--- src/rtl/alu_result_fifo.sv ---
// alu_result_fifo: first-word-fall-through result FIFO behind the 8-bit ALU.
// Stores {sel, result} pairs and hands them to a consumer over valid/ready.
// Occupancy is tracked by an explicit counter, so full and empty never rely on
// pointer comparison. A sticky overflow flag records pushes that arrive while full.
// Optional build macro: ALU_RESULT_PARITY_EN adds a stored even-parity bit per
// entry and the out_parity output.
module alu_result_fifo #(
  parameter int unsigned DEPTH = 4,
  localparam int unsigned AW = $clog2(DEPTH)
) (
  input  logic          clk,
  input  logic          rst_n,
  input  logic          clr,
  input  logic          in_valid,
  output logic          in_ready,
  input  logic [12:0]   in_result,
  input  logic [3:0]    in_sel,
  output logic          out_valid,
  input  logic          out_ready,
  output logic [12:0]   out_result,
  output logic [3:0]    out_sel,
  output logic [AW:0]   count,
  output logic          full,
  output logic          empty,
  output logic          ovf
`ifdef ALU_RESULT_PARITY_EN
  ,
  output logic          out_parity
`endif
);

  localparam int unsigned RW = 13;
  localparam int unsigned SW = 4;
`ifdef ALU_RESULT_PARITY_EN
  localparam int unsigned DW = RW + SW + 1;
`else
  localparam int unsigned DW = RW + SW;
`endif

  localparam logic [AW:0] CountMax = (AW+1)'(DEPTH);
  localparam logic [AW:0] CountOne = (AW+1)'(1);

  logic [DW-1:0] mem [DEPTH];

  logic [AW-1:0] wr_ptr_q, wr_ptr_d;
  logic [AW-1:0] rd_ptr_q, rd_ptr_d;
  logic [AW:0]   count_q, count_d;
  logic          ovf_q, ovf_d;

  logic          push;
  logic          pop;
  logic [DW-1:0] entry_in;
  logic [DW-1:0] head;

  // Status flags come straight from registered occupancy only.
  assign full      = (count_q == CountMax);
  assign empty     = (count_q == '0);
  assign count     = count_q;
  assign ovf       = ovf_q;
  assign in_ready  = ~full;
  assign out_valid = ~empty;

  assign push = in_valid & ~full;
  assign pop  = out_ready & ~empty;

`ifdef ALU_RESULT_PARITY_EN
  assign entry_in = {^{in_sel, in_result}, in_sel, in_result};
`else
  assign entry_in = {in_sel, in_result};
`endif

  assign head = mem[rd_ptr_q];

  // Storage write; the array itself is deliberately left out of reset.
  always_ff @(posedge clk) begin
    if (push && !clr) begin
      mem[wr_ptr_q] <= entry_in;
    end
  end

  // Next-state for pointers, occupancy and overflow; flush beats everything.
  always_comb begin
    wr_ptr_d = wr_ptr_q;
    rd_ptr_d = rd_ptr_q;
    count_d  = count_q;
    ovf_d    = ovf_q;
    if (clr) begin
      wr_ptr_d = '0;
      rd_ptr_d = '0;
      count_d  = '0;
      ovf_d    = 1'b0;
    end else begin
      // DEPTH is a power of two, so natural pointer rollover is the modulo.
      if (push) begin
        wr_ptr_d = wr_ptr_q + AW'(1);
      end
      if (pop) begin
        rd_ptr_d = rd_ptr_q + AW'(1);
      end
      unique case ({push, pop})
        2'b10:   count_d = count_q + CountOne;
        2'b01:   count_d = count_q - CountOne;
        default: count_d = count_q;
      endcase
      if (in_valid && full) begin
        ovf_d = 1'b1;
      end
    end
  end

  // State registers with asynchronous active-low reset.
  always_ff @(posedge clk or negedge rst_n) begin
    if (!rst_n) begin
      wr_ptr_q <= '0;
      rd_ptr_q <= '0;
      count_q  <= '0;
      ovf_q    <= 1'b0;
    end else begin
      wr_ptr_q <= wr_ptr_d;
      rd_ptr_q <= rd_ptr_d;
      count_q  <= count_d;
      ovf_q    <= ovf_d;
    end
  end

  // Head entry falls through combinationally; outputs read as zero when empty.
  always_comb begin
    out_result = '0;
    out_sel    = '0;
`ifdef ALU_RESULT_PARITY_EN
    out_parity = 1'b0;
`endif
    if (!empty) begin
      out_result = head[RW-1:0];
      out_sel    = head[RW+SW-1:RW];
`ifdef ALU_RESULT_PARITY_EN
      out_parity = head[DW-1];
`endif
    end
  end

endmodule
--- config.mk ---
export PLATFORM = sky130hd
export DESIGN_NAME = alu_result_fifo
export DESIGN_NICKNAME = d
export VERILOG_FILES = /design/src/rtl/alu_result_fifo.sv
export SDC_FILE = /design/constraint.sdc
export NUM_CORES = 1
export LEC_CHECK = 0
export BUFFER_PORTS_ARGS = -buffer_cell sky130_fd_sc_hd__buf_2
export CELL_PAD_IN_SITES_DETAIL_PLACEMENT = 2
export CELL_PAD_IN_SITES_GLOBAL_PLACEMENT = 2
export CORE_ASPECT_RATIO = 1.25
export CORE_MARGIN = 4
export CORE_UTILIZATION = 40
export DETAILED_ROUTE_END_ITERATION = 12
export PLACE_DENSITY = 0.81
export SLEW_MARGIN = 5
export SYNTH_ARGS = -nofsm -noshare
export SYNTH_HDL_FRONTEND = slang
export SYNTH_SLANG_ARGS = --single-unit
--- constraint.sdc ---
create_clock -name clk -period 4.87 [get_ports clk]
set_clock_uncertainty 0.05 [all_clocks]
set_input_delay 0.487 -clock clk [delete_from_list [all_inputs] [get_ports clk]]
set_output_delay 0.487 -clock clk [all_outputs]
set_load 0.01 [all_outputs]
==> flow_summary.json <==
{
  "vias": 1681,
  "die_w_um": 87.9,
  "ys_seq_elements": 76,
  "grt_max_degree": 23,
  "crit_chain": "mux4_1, and2_1, buf_2",
  "total_power_mw": 1.43,
  "p_leak_nw": 1.36,
  "gp_congestion": 0.731,
  "setup_tns_ns": 0,
  "antenna_found_initial": 1,
  "power.switching_mw": 0.393,
  "preCtsSetupSlack_ns": 2.22,
  "synth_cell_types": 34,
  "grt_pass1_vias": 1846,
  "pwr-share-clk_pct": 31.5,
  "drc_errors": 0,
  "syn_avg_cell_area_sq_um": 18.2,
  "required_ns": 4.33,
  "ys_top_cells_by_area": "edfxtp_1 (64%), mux4_1 (7.4%), dfrtp_1 (6.3%)",
  "netlist_area_sq_mm": 0.00320,
  "path_clk_slew_ns": 0.09,
  "hold_violations": 0,
  "fp.dieH_um": 108,
  "cts_buffers": 9,
  "finalInstanceArea_sq_mm": 0.00368,
  "setup_slack_ns": 1.90,
  "area_delta_synth_final_pct": 15.0,
  "grtUsageTotal_pct": 15.4,
  "fill_cells": 735,
  "num_rows": 36,
  "crit_path_max_incr_delay_ns": 1.09,
  "cts_tree": "built",
  "syn_nets": 203,
  "place.port_buffers": 46,
  "synth_top_area_cell": "edfxtp_1",
  "nNetsFinal": 251,
  "drv_cap": 0,
  "start_util_pct": 41.0,
  "seq_power_share_pct": 53.9,
  "hold_class": "input pin to flip-flop",
  "ys_warn_count": 0,
  "synthesis.instances": 176,
  "setup.worst_path.class": "flip-flop to output port",
  "ios": 47,
  "core_sq_mm": 0.00779,
  "min_period_ns": 2.97,
  "yosysTopAreaCellShare_pct": 63.9,
  "critical_path.top_delay_family": "flip-flops",
  "grt_pass1_wl_um": 10500,
  "drv_slew": 0,
  "dieArea_sq_mm": 0.00949,
  "vdd_ir_drop_max_uv": 148,
  "pwr_density_cell_mw_per_mm2": 389,
  "synthFlopType": "edfxtp_1",
  "async_flop_share_pct": 10.5,
  "worstPathArrival_ns": 2.43,
  "switching_share_pct": 27.5,
  "grt_overflow": 0,
  "rsz0062_at_grt": "no",
  "p_int_mw": 1.04,
  "htreeDepth": 3,
  "seq_area_frac_synth_pct": 70.2,
  "drt.antenna.violating_nets": 0,
  "postCtsSetupBuffers": 0,
  "wl_per_cell_um": 20.6,
  "setup_viol": 0,
  "fin_crit_sh_pct": 61.0,
  "cts_sinks": 76,
  "dr.pass1.iters": 4,
  "fin_util_pct": 47.2,
  "clockRootBuffer": "clkbuf_8",
  "crit_cells": 3,
  "layout-drive-gt1-share_pct": 31.4,
  "combPwrFrac_pct": 14.6,
  "worstRegToRegCells": 6,
  "viasPerCell": 5.19,
  "clock_latency_ns": 0.34,
  "critPathSlowestCell": "dfrtp_1",
  "dpl_cell_area_sq_mm": 0.00348,
  "n_antenna_cell": 0,
  "cp_max_fo": 19,
  "cts_max_path_buffers": 2,
  "wl_met3_um": 326,
  "max_freq_ghz": 0.337,
  "drt_iter0_drc": 50,
  "crit_path_start_kind": "flip-flop",
  "relSlewSlack_pct": 26.0,
  "end_kind": "output port",
  "synth_edf_count": 68,
  "wirelength_met1_um": 2630,
  "dpl.hpwl_um": 4440,
  "tightestPinTransition_ns": 1.11,
  "top_layer": "met5",
  "status": "finished, final reports clean",
  "drt_wl_total_um": 6660,
  "route.met2.wl_um": 3580,
  "whs_path_depth": 1,
  "crit_buf_inv": 1
}
-- worst reg2reg max path, stage by stage, from the launching register on --
cell and delay (ns):
dfrtp_1 0.49, or3_1 0.69, and3_1 0.32, fa_1 0.41, nor3_1 0.21, nand3b_1 0.12
a31oi_1 0.18
-- metrics by stage --
step / std cells / hold WS [ns]
floorplan: 176 / 0.141
global placement: 307 / 0.300
detailed placement: 307 / 0.308
CTS: 324 / 0.271
global route: 324 / 0.280
finish: 324 / 0.293
-- worst paths after layout --
path | startpoint | slack (ns) | endpoint
worst max-delay path | rd_ptr_q[0]$_DFFE_PN0P_ | 1.90 | out_result[11]
worst min-delay path | in_result[3] | 0.29 | mem[3][3]$_DFFE_PP_
worst max register to register | count[1]$_DFFE_PN0P_ | 2.33 | count[2]$_DFFE_PN0P_
worst min register to register | ovf$_DFFE_PN0P_ | 0.45 | ovf$_DFFE_PN0P_
max in group asynchronous | rst_n | 4.10 | count[1]$_DFFE_PN0P_
min in group asynchronous | rst_n | 0.48 | rd_ptr_q[1]$_DFFE_PN0P_
-- synth_stat cells (all sizes together), types with 2 or more instances --
cell type / count
mux4: 17
nor2: 8
nand3: 4
edfxtp: 68
dfrtp: 8
o21ai: 2
xor2: 2
and2: 21
a21oi: 4
clkbuf: 2
or3: 2
inv: 4
buf: 8
nand2: 6
ha: 4
xnor2: 2
nor3: 2
-- state kept, by name (all words and copies together), names as in the netlist --
register	count
count	3
mem	68
ovf	1
rd_ptr_q	2
wr_ptr_q	2
-- metal layers --
layer | global-route usage [%] | vias to the layer above
li1 | - | 777
met1 | 18.6 | 851
met2 | 26.3 | 39
met3 | 4.04 | 12
met4 | 5.92 | 2
met5 | 0 | -
-- cell usage in the layout (no fill, tap or decap), drive strengths merged, types with 4 or more instances in the layout --
cell type,count
inv,8
a21oi,4
dfrtp,8
clkbuf,9
and2,21
nor2,8
nand2,6
mux4,17
ha,4
edfxtp,68
nand3,4
buf,46
-- layout make-up --
class	count	area (sq um)	share of cell area (%)
clock inverter	7	65.1	1.77
inverter	4	15.0	0.408
multi-input combinational	86	871	23.7
timing repair buffer	47	240	6.54
clock buffer	9	124	3.37
tap	95	119	3.23
sequential	76	2240	61.0
-- repair_timing --
action / in CTS / in global routing
hold buffers: 1 / 0
resized for setup: 0 / 0
hold endpoints to repair: 8 / 0
-- power by group through the flow --
stage               clock network, mW  logic (mW)  registers (mW)
global route                    0.497       0.236           0.775
CTS                             0.469       0.217           0.772
floorplan                           0       0.159           0.763
detailed placement                  0       0.213           0.786
global placement                    0       0.206           0.783
finish                          0.451       0.209           0.770
-- cell families (layout without fill, tap and decap cells) --
logic type	count (synthesis)	after routing	share of synthesized area, %
AO/OA/AOI/OAI	12	12	2.43
XOR/XNOR	4	4	1.10
adder cells (fa/ha/maj)	5	5	2.19
buffers and inverters	14	67	2.58
flip-flops	76	76	70.2
multiplexers	17	17	13.0
AND/OR/NAND/NOR	48	48	8.50
(Power assumes the default switching activity.)
